==> src/rtl/mi32_slave_regs.sv <==
// MI32 register-file slave: ID register 0, INIT clear sweep, pipelined reads.
// Define MI32_SLAVE_ERRCNT_EN to count out-of-range accesses on ERR_CNT.
module mi32_slave_regs #(
  parameter int          REG_COUNT    = 16,
  parameter int          READ_LATENCY = 2,
  parameter logic [31:0] ID_VALUE     = 32'h4D493332
) (
  input  logic        CLK,
  input  logic        RESET_N,
  input  logic [31:0] DWR,
  input  logic [31:0] ADDR,
  input  logic [3:0]  BE,
  input  logic        RD,
  input  logic        WR,
  output logic        ARDY,
  output logic [31:0] DRD,
  output logic        DRDY,
  output logic [15:0] ERR_CNT
);

  localparam int AW = $clog2(REG_COUNT);

  typedef enum logic {INIT, RUN} state_t;

  state_t          state;
  state_t          state_n;
  logic [AW-1:0]   init_cnt;
  logic [AW-1:0]   init_cnt_n;
  logic [31:0]     regs [REG_COUNT];
  logic [AW-1:0]   idx;
  logic            oor;
  logic            wr_acc;
  logic            rd_acc;
  logic [31:0]     rdata;
  logic            unused_addr;

  assign idx         = ADDR[AW+1:2];
  assign oor         = |ADDR[31:AW+2];
  assign unused_addr = ^ADDR[1:0];

  always_ff @(posedge CLK or negedge RESET_N) begin
    if (!RESET_N) begin
      state    <= INIT;
      init_cnt <= AW'(1);
    end else begin
      state    <= state_n;
      init_cnt <= init_cnt_n;
    end
  end

  always_comb begin
    state_n    = state;
    init_cnt_n = init_cnt;
    unique case (state)
      INIT: begin
        init_cnt_n = init_cnt + AW'(1);
        if (init_cnt == AW'(REG_COUNT - 1)) begin
          state_n    = RUN;
          init_cnt_n = AW'(1);
        end
      end
      RUN: begin
        state_n = RUN;
      end
    endcase
  end

  assign ARDY   = (state == RUN) && (RD || WR);
  assign wr_acc = ARDY && WR && !oor && (idx != '0);
  // A simultaneous write wins; the read is dropped entirely.
  assign rd_acc = ARDY && RD && !WR;

  // Storage is never reset: the INIT sweep is what clears it.
  always_ff @(posedge CLK) begin
    if (state == INIT) begin
      regs[init_cnt] <= '0;
    end else if (wr_acc) begin
      for (int b = 0; b < 4; b++) begin
        if (BE[b]) regs[idx][8*b +: 8] <= DWR[8*b +: 8];
      end
    end
  end

  always_comb begin
    rdata = '0;
    if (!oor) rdata = (idx == '0) ? ID_VALUE : regs[idx];
  end

  logic        pv [READ_LATENCY];
  logic [31:0] pd [READ_LATENCY];

  for (genvar g = 0; g < READ_LATENCY; g++) begin : g_pipe
    logic        v_in;
    logic [31:0] d_in;
    if (g == 0) begin : g_first
      assign v_in = rd_acc;
      assign d_in = rdata;
    end else begin : g_next
      assign v_in = pv[g-1];
      assign d_in = pd[g-1];
    end
    // Data stages load only with a valid read, so the last one holds DRD.
    always_ff @(posedge CLK or negedge RESET_N) begin
      if (!RESET_N) begin
        pv[g] <= 1'b0;
        pd[g] <= '0;
      end else begin
        pv[g] <= v_in;
        if (v_in) pd[g] <= d_in;
      end
    end
  end

  assign DRDY = pv[READ_LATENCY-1];
  assign DRD  = pd[READ_LATENCY-1];

`ifdef MI32_SLAVE_ERRCNT_EN
  logic [15:0] err_q;

  always_ff @(posedge CLK or negedge RESET_N) begin
    if (!RESET_N) begin
      err_q <= '0;
    end else if (ARDY && oor && (err_q != 16'hFFFF)) begin
      err_q <= err_q + 16'd1;
    end
  end

  assign ERR_CNT = err_q;
`else
  assign ERR_CNT = '0;
`endif

endmodule
==> config.mk <==
export PLATFORM = sky130hd
export DESIGN_NAME = mi32_slave_regs
export DESIGN_NICKNAME = d
export VERILOG_FILES = /design/src/rtl/mi32_slave_regs.sv
export SDC_FILE = /design/constraint.sdc
export NUM_CORES = 1
export LEC_CHECK = 0
export CAP_MARGIN = 20
export CORE_UTILIZATION = 35
export CTS_BUF_LIST = sky130_fd_sc_hd__clkbuf_8
export CTS_CLUSTER_SIZE = 14
export DETAILED_ROUTE_END_ITERATION = 10
export PLACE_DENSITY = 0.58
export RECOVER_POWER = 100
export SLEW_MARGIN = 10
export SYNTH_ARGS = -nofsm -noshare
export SYNTH_HDL_FRONTEND = slang
export SYNTH_SLANG_ARGS = --single-unit
==> constraint.sdc <==
create_clock -name CLK -period 2.4 [get_ports CLK]
set_clock_uncertainty 0.05 [all_clocks]
set_input_delay 0.48 -clock CLK [delete_from_list [all_inputs] [get_ports CLK]]
set_output_delay 0.48 -clock CLK [all_outputs]
set_load 0.02 [all_outputs]
==> results_dict.tcl <==
set metrics [dict create \
    status "finished, final reports clean" \
    boundaryPins 122 \
    clk_pin_slew_worst_paths_ns 0.06 \
    antenna_found_initial 2 \
    htree_num_levels 3 \
    fin_crit_sh_pct 99.33 \
    grt_pass1_vias 13010 \
    dieWidth_um 256.3 \
    switching_power_mw 4.120 \
    async_reset_ff_share_pct 12.46 \
    p_total_mw 19.12 \
    slowest_stage "mux2i_1" \
    p_leak_nw 11.11 \
    synth_area_leaders "edfxtp_1, mux4_2, dfrtp_1" \
    pwr-share-clk_pct 40.6 \
    grt_first_pass_wirelength_um 82230 \
    synth.most_common_cell "edfxtp_1" \
    synth_compound_gate_area_share_pct 3.969 \
    nets 1589 \
    yosysUniqueCellTypes 47 \
    finalHoldViolCount 0 \
    start_util_pct 35.68 \
    gp_congestion 0.8703 \
    swShare_pct 21.55 \
    setup.worst_path.end_class "flip-flop" \
    vias 12310 \
    die_h_um 256.3 \
    final_antenna_net_count 0 \
    drtIter0Drc 808 \
    syn_area_per_cell_um2 19.00 \
    dp_hpwl_um 36010 \
    start_kind "input port" \
    portBuffers 103 \
    postPlaceCellArea_mm2 0.02700 \
    tightest_slew_ns 1.018 \
    synth_fa_ha_area_share_pct 0.05529 \
    path_class "input port to flip-flop" \
    cts_inserted_buffers 90 \
    track_usage_pct 16.76 \
    cts_tree "built" \
    final_cells 2434 \
    synth-xor-area-share_pct 0.03870 \
    synthMuxAreaShare_pct 15.15 \
    regToRegSetupSlack_ns 0.08 \
    clock_sink_count 570 \
    synth_seq_cells 570 \
    post-synth-top-area-cell "edfxtp_1" \
    seq_area_frac_synth_pct 74.07 \
    min_period_ns 2.384 \
    cts-root-buf "clkbuf_8" \
    power_frac_comb_pct 3.8 \
    setup_viol 0 \
    place_inst 2250 \
    ir_drop_mv 0.3058 \
    cpMostUsedCell "buf_12" \
    yosys_most_used_dff "edfxtp_1" \
    yosysWarnings 0 \
    syn_inst 1191 \
    rows 92 \
    finalHoldWorstSlack_ns 0.4293 \
    synth_top_family_by_area "multiplexers" \
    dieArea_mm2 0.06568 \
    crit_chain "clkdlybuf4s15_1 > nor4_4 > nand4_2 > buf_6 > nor4_4 > buf_12 > buf_12 > mux2i_1 > clkbuf_2 > nor2_4 > buf_12" \
    grt_max_degree 80 \
    ys_top_cells_by_count "edfxtp_1, mux4_2, nor2_1" \
    routedWlPerCell_um 22.32 \
    cts_buffer_depth 3 \
    cellPowerDensity_mw_per_mm2 664.7 \
    cp.required_ns 2.77 \
    drv_slew 0 \
    synth_edf_count 499 \
    drive_gt1_share_pct 34.53 \
    slew_headroom_pct 32.10 \
    hp-class "flip-flop to flip-flop" \
    max_cap_viol_count 0 \
    intPower_mw 15.00 \
    rsz0062_at_grt "false" \
    synth-simple-area-share_pct 4.522 \
    grt-ovfl-total 0 \
    viasPerCell 5.057 \
    worstSkewPairLatency_ns 0.68 \
    final_area_mm2 0.02876 \
    critPathMaxStageDelay_ns 0.40 \
    seq_power_share_pct 55.7 \
    wl_um 54330 \
    design.core.area_mm2 0.06343 \
    critical_path.max_fanout 8 \
    synth_top_area_share_pct 66.21 \
    max_freq_ghz 0.4195 \
    drc 0 \
    syn_to_final_growth_pct 27.07 \
    drt_first_pass_iters 5 \
    arrival_ns 2.75 \
    synth_area_mm2 0.02263 \
]
## worst max-delay path: cells and delay by family
| family | cells | cell delay, ns |
|---|---|---|
| buffers and inverters | 6 | 1.05 |
| AND/OR/NAND/NOR | 4 | 0.80 |
| multiplexers | 1 | 0.40 |
## metrics by stage
stage               utilization (%)  setup TNS (ns)  worst slack (ns)
detailed placement            42.56         -740.01            -1.026
CTS                           45.89       -0.008418         -0.004121
global route                  45.34               0          0.001464
global placement              42.56         -732.13            -1.046
floorplan                         -          -23.63           -0.1089
finish                        45.34               0           0.01603
## placed cells by master (no fill, tap or decap), types with 10 or more instances in the layout
cell and count:
a22o_1 20, mux2_2 39, o22ai_1 12, conb_1 16
a31oi_1 18, buf_6 14, a21oi_1 14, clkinv_1 18
edfxtp_1 499, and2_0 24, buf_12 61, mux2i_1 26
nor2_1 44, o21ai_0 24, nor2_2 21, clkdlybuf4s50_1 46
dfrtp_1 70, buf_4 83, nor2_4 25, clkbuf_4 10
clkbuf_1 17, nand2_1 24, dlygate4sd3_1 33, mux4_2 115
nor2b_1 18, inv_1 33, clkbuf_8 103, nor3_1 10
clkbuf_2 16
## cell families after synthesis
group	Yosys count
DFF	570
and+or+nand+nor	201
muxes	194
AOI/OAI and AO/OA	131
buffers and inverters	92
adders and majority gates	1
other	1
xor gates and xnor gates	1
## worst paths after layout
path / start / end / depth (start not counted)
worst max-delay path: ADDR[11] / regs[12][14]$_DFFE_PP_ / 11
worst min-delay path: g_pipe[1].d_in[22]$_DFFE_PN0P_ / g_pipe[1].d_in[22]$_DFFE_PN0P_ / 2
worst max register to register: state$_DFF_PN0_ / g_pipe[1].d_in[9]$_DFFE_PN0P_ / 6
worst min register to register: g_pipe[1].d_in[22]$_DFFE_PN0P_ / g_pipe[1].d_in[22]$_DFFE_PN0P_ / 2
max in group asynchronous: RESET_N / g_pipe[1].d_in[6]$_DFFE_PN0P_ / 3
min in group asynchronous: RESET_N / g_pipe[1].d_in[11]$_DFFE_PN0P_ / 2
## power groups by stage
| stage | registers [mW] | clock network, mW | logic [mW] |
|---|---|---|---|
| 2_1_floorplan | 10.8 | 0 | 0.389 |
| 3_3_place_gp | 10.8 | 0 | 0.733 |
| 3_5_place_dp | 10.8 | 0 | 0.737 |
| 4_1_cts | 10.6 | 7.96 | 0.733 |
| 5_1_grt | 10.6 | 8.40 | 0.769 |
| 6_report | 10.6 | 7.76 | 0.720 |
## timing repair
item,4_1_cts,5_1_grt
pin swaps,13,11
gates cloned,2,0
hold buffers,1,0
resized for setup,58,46
buffers inserted,16,7
setup endpoints to repair,614,323
hold endpoints to repair,35,0
## flip-flops by register name (all words and copies together), names as in the netlist
| name | cells |
|---|---|
| regs | 499 |
| DRDY | 1 |
| g_pipe.v_in | 1 |
| state | 1 |
| init_cnt | 4 |
| DRD | 32 |
| g_pipe.d_in | 32 |
## layer usage
metal  share of wire [%]  vias up  track usage [%]
li1                    -     5430                -
met1                  44     6431            23.08
met2                  48      385            26.55
met3                 5.6       62            3.480
met4                 1.9        0            5.472
met5                   0        -                0
## final cells by class
| cell class | instances | area, µm² |
|---|---|---|
| Antenna cell | 1 | 2.502 |
| Clock buffer | 100 | 1376 |
| Clock inverter | 63 | 321.6 |
| Fill cell | 5431 | 34670 |
| Inverter | 4 | 15.01 |
| Multi-Input combinational cell | 544 | 5921 |
| Sequential cell | 570 | 16760 |
| Tap cell | 846 | 1059 |
| Timing Repair Buffer | 306 | 3302 |
Note: power is estimated with default switching activity, not from simulation.
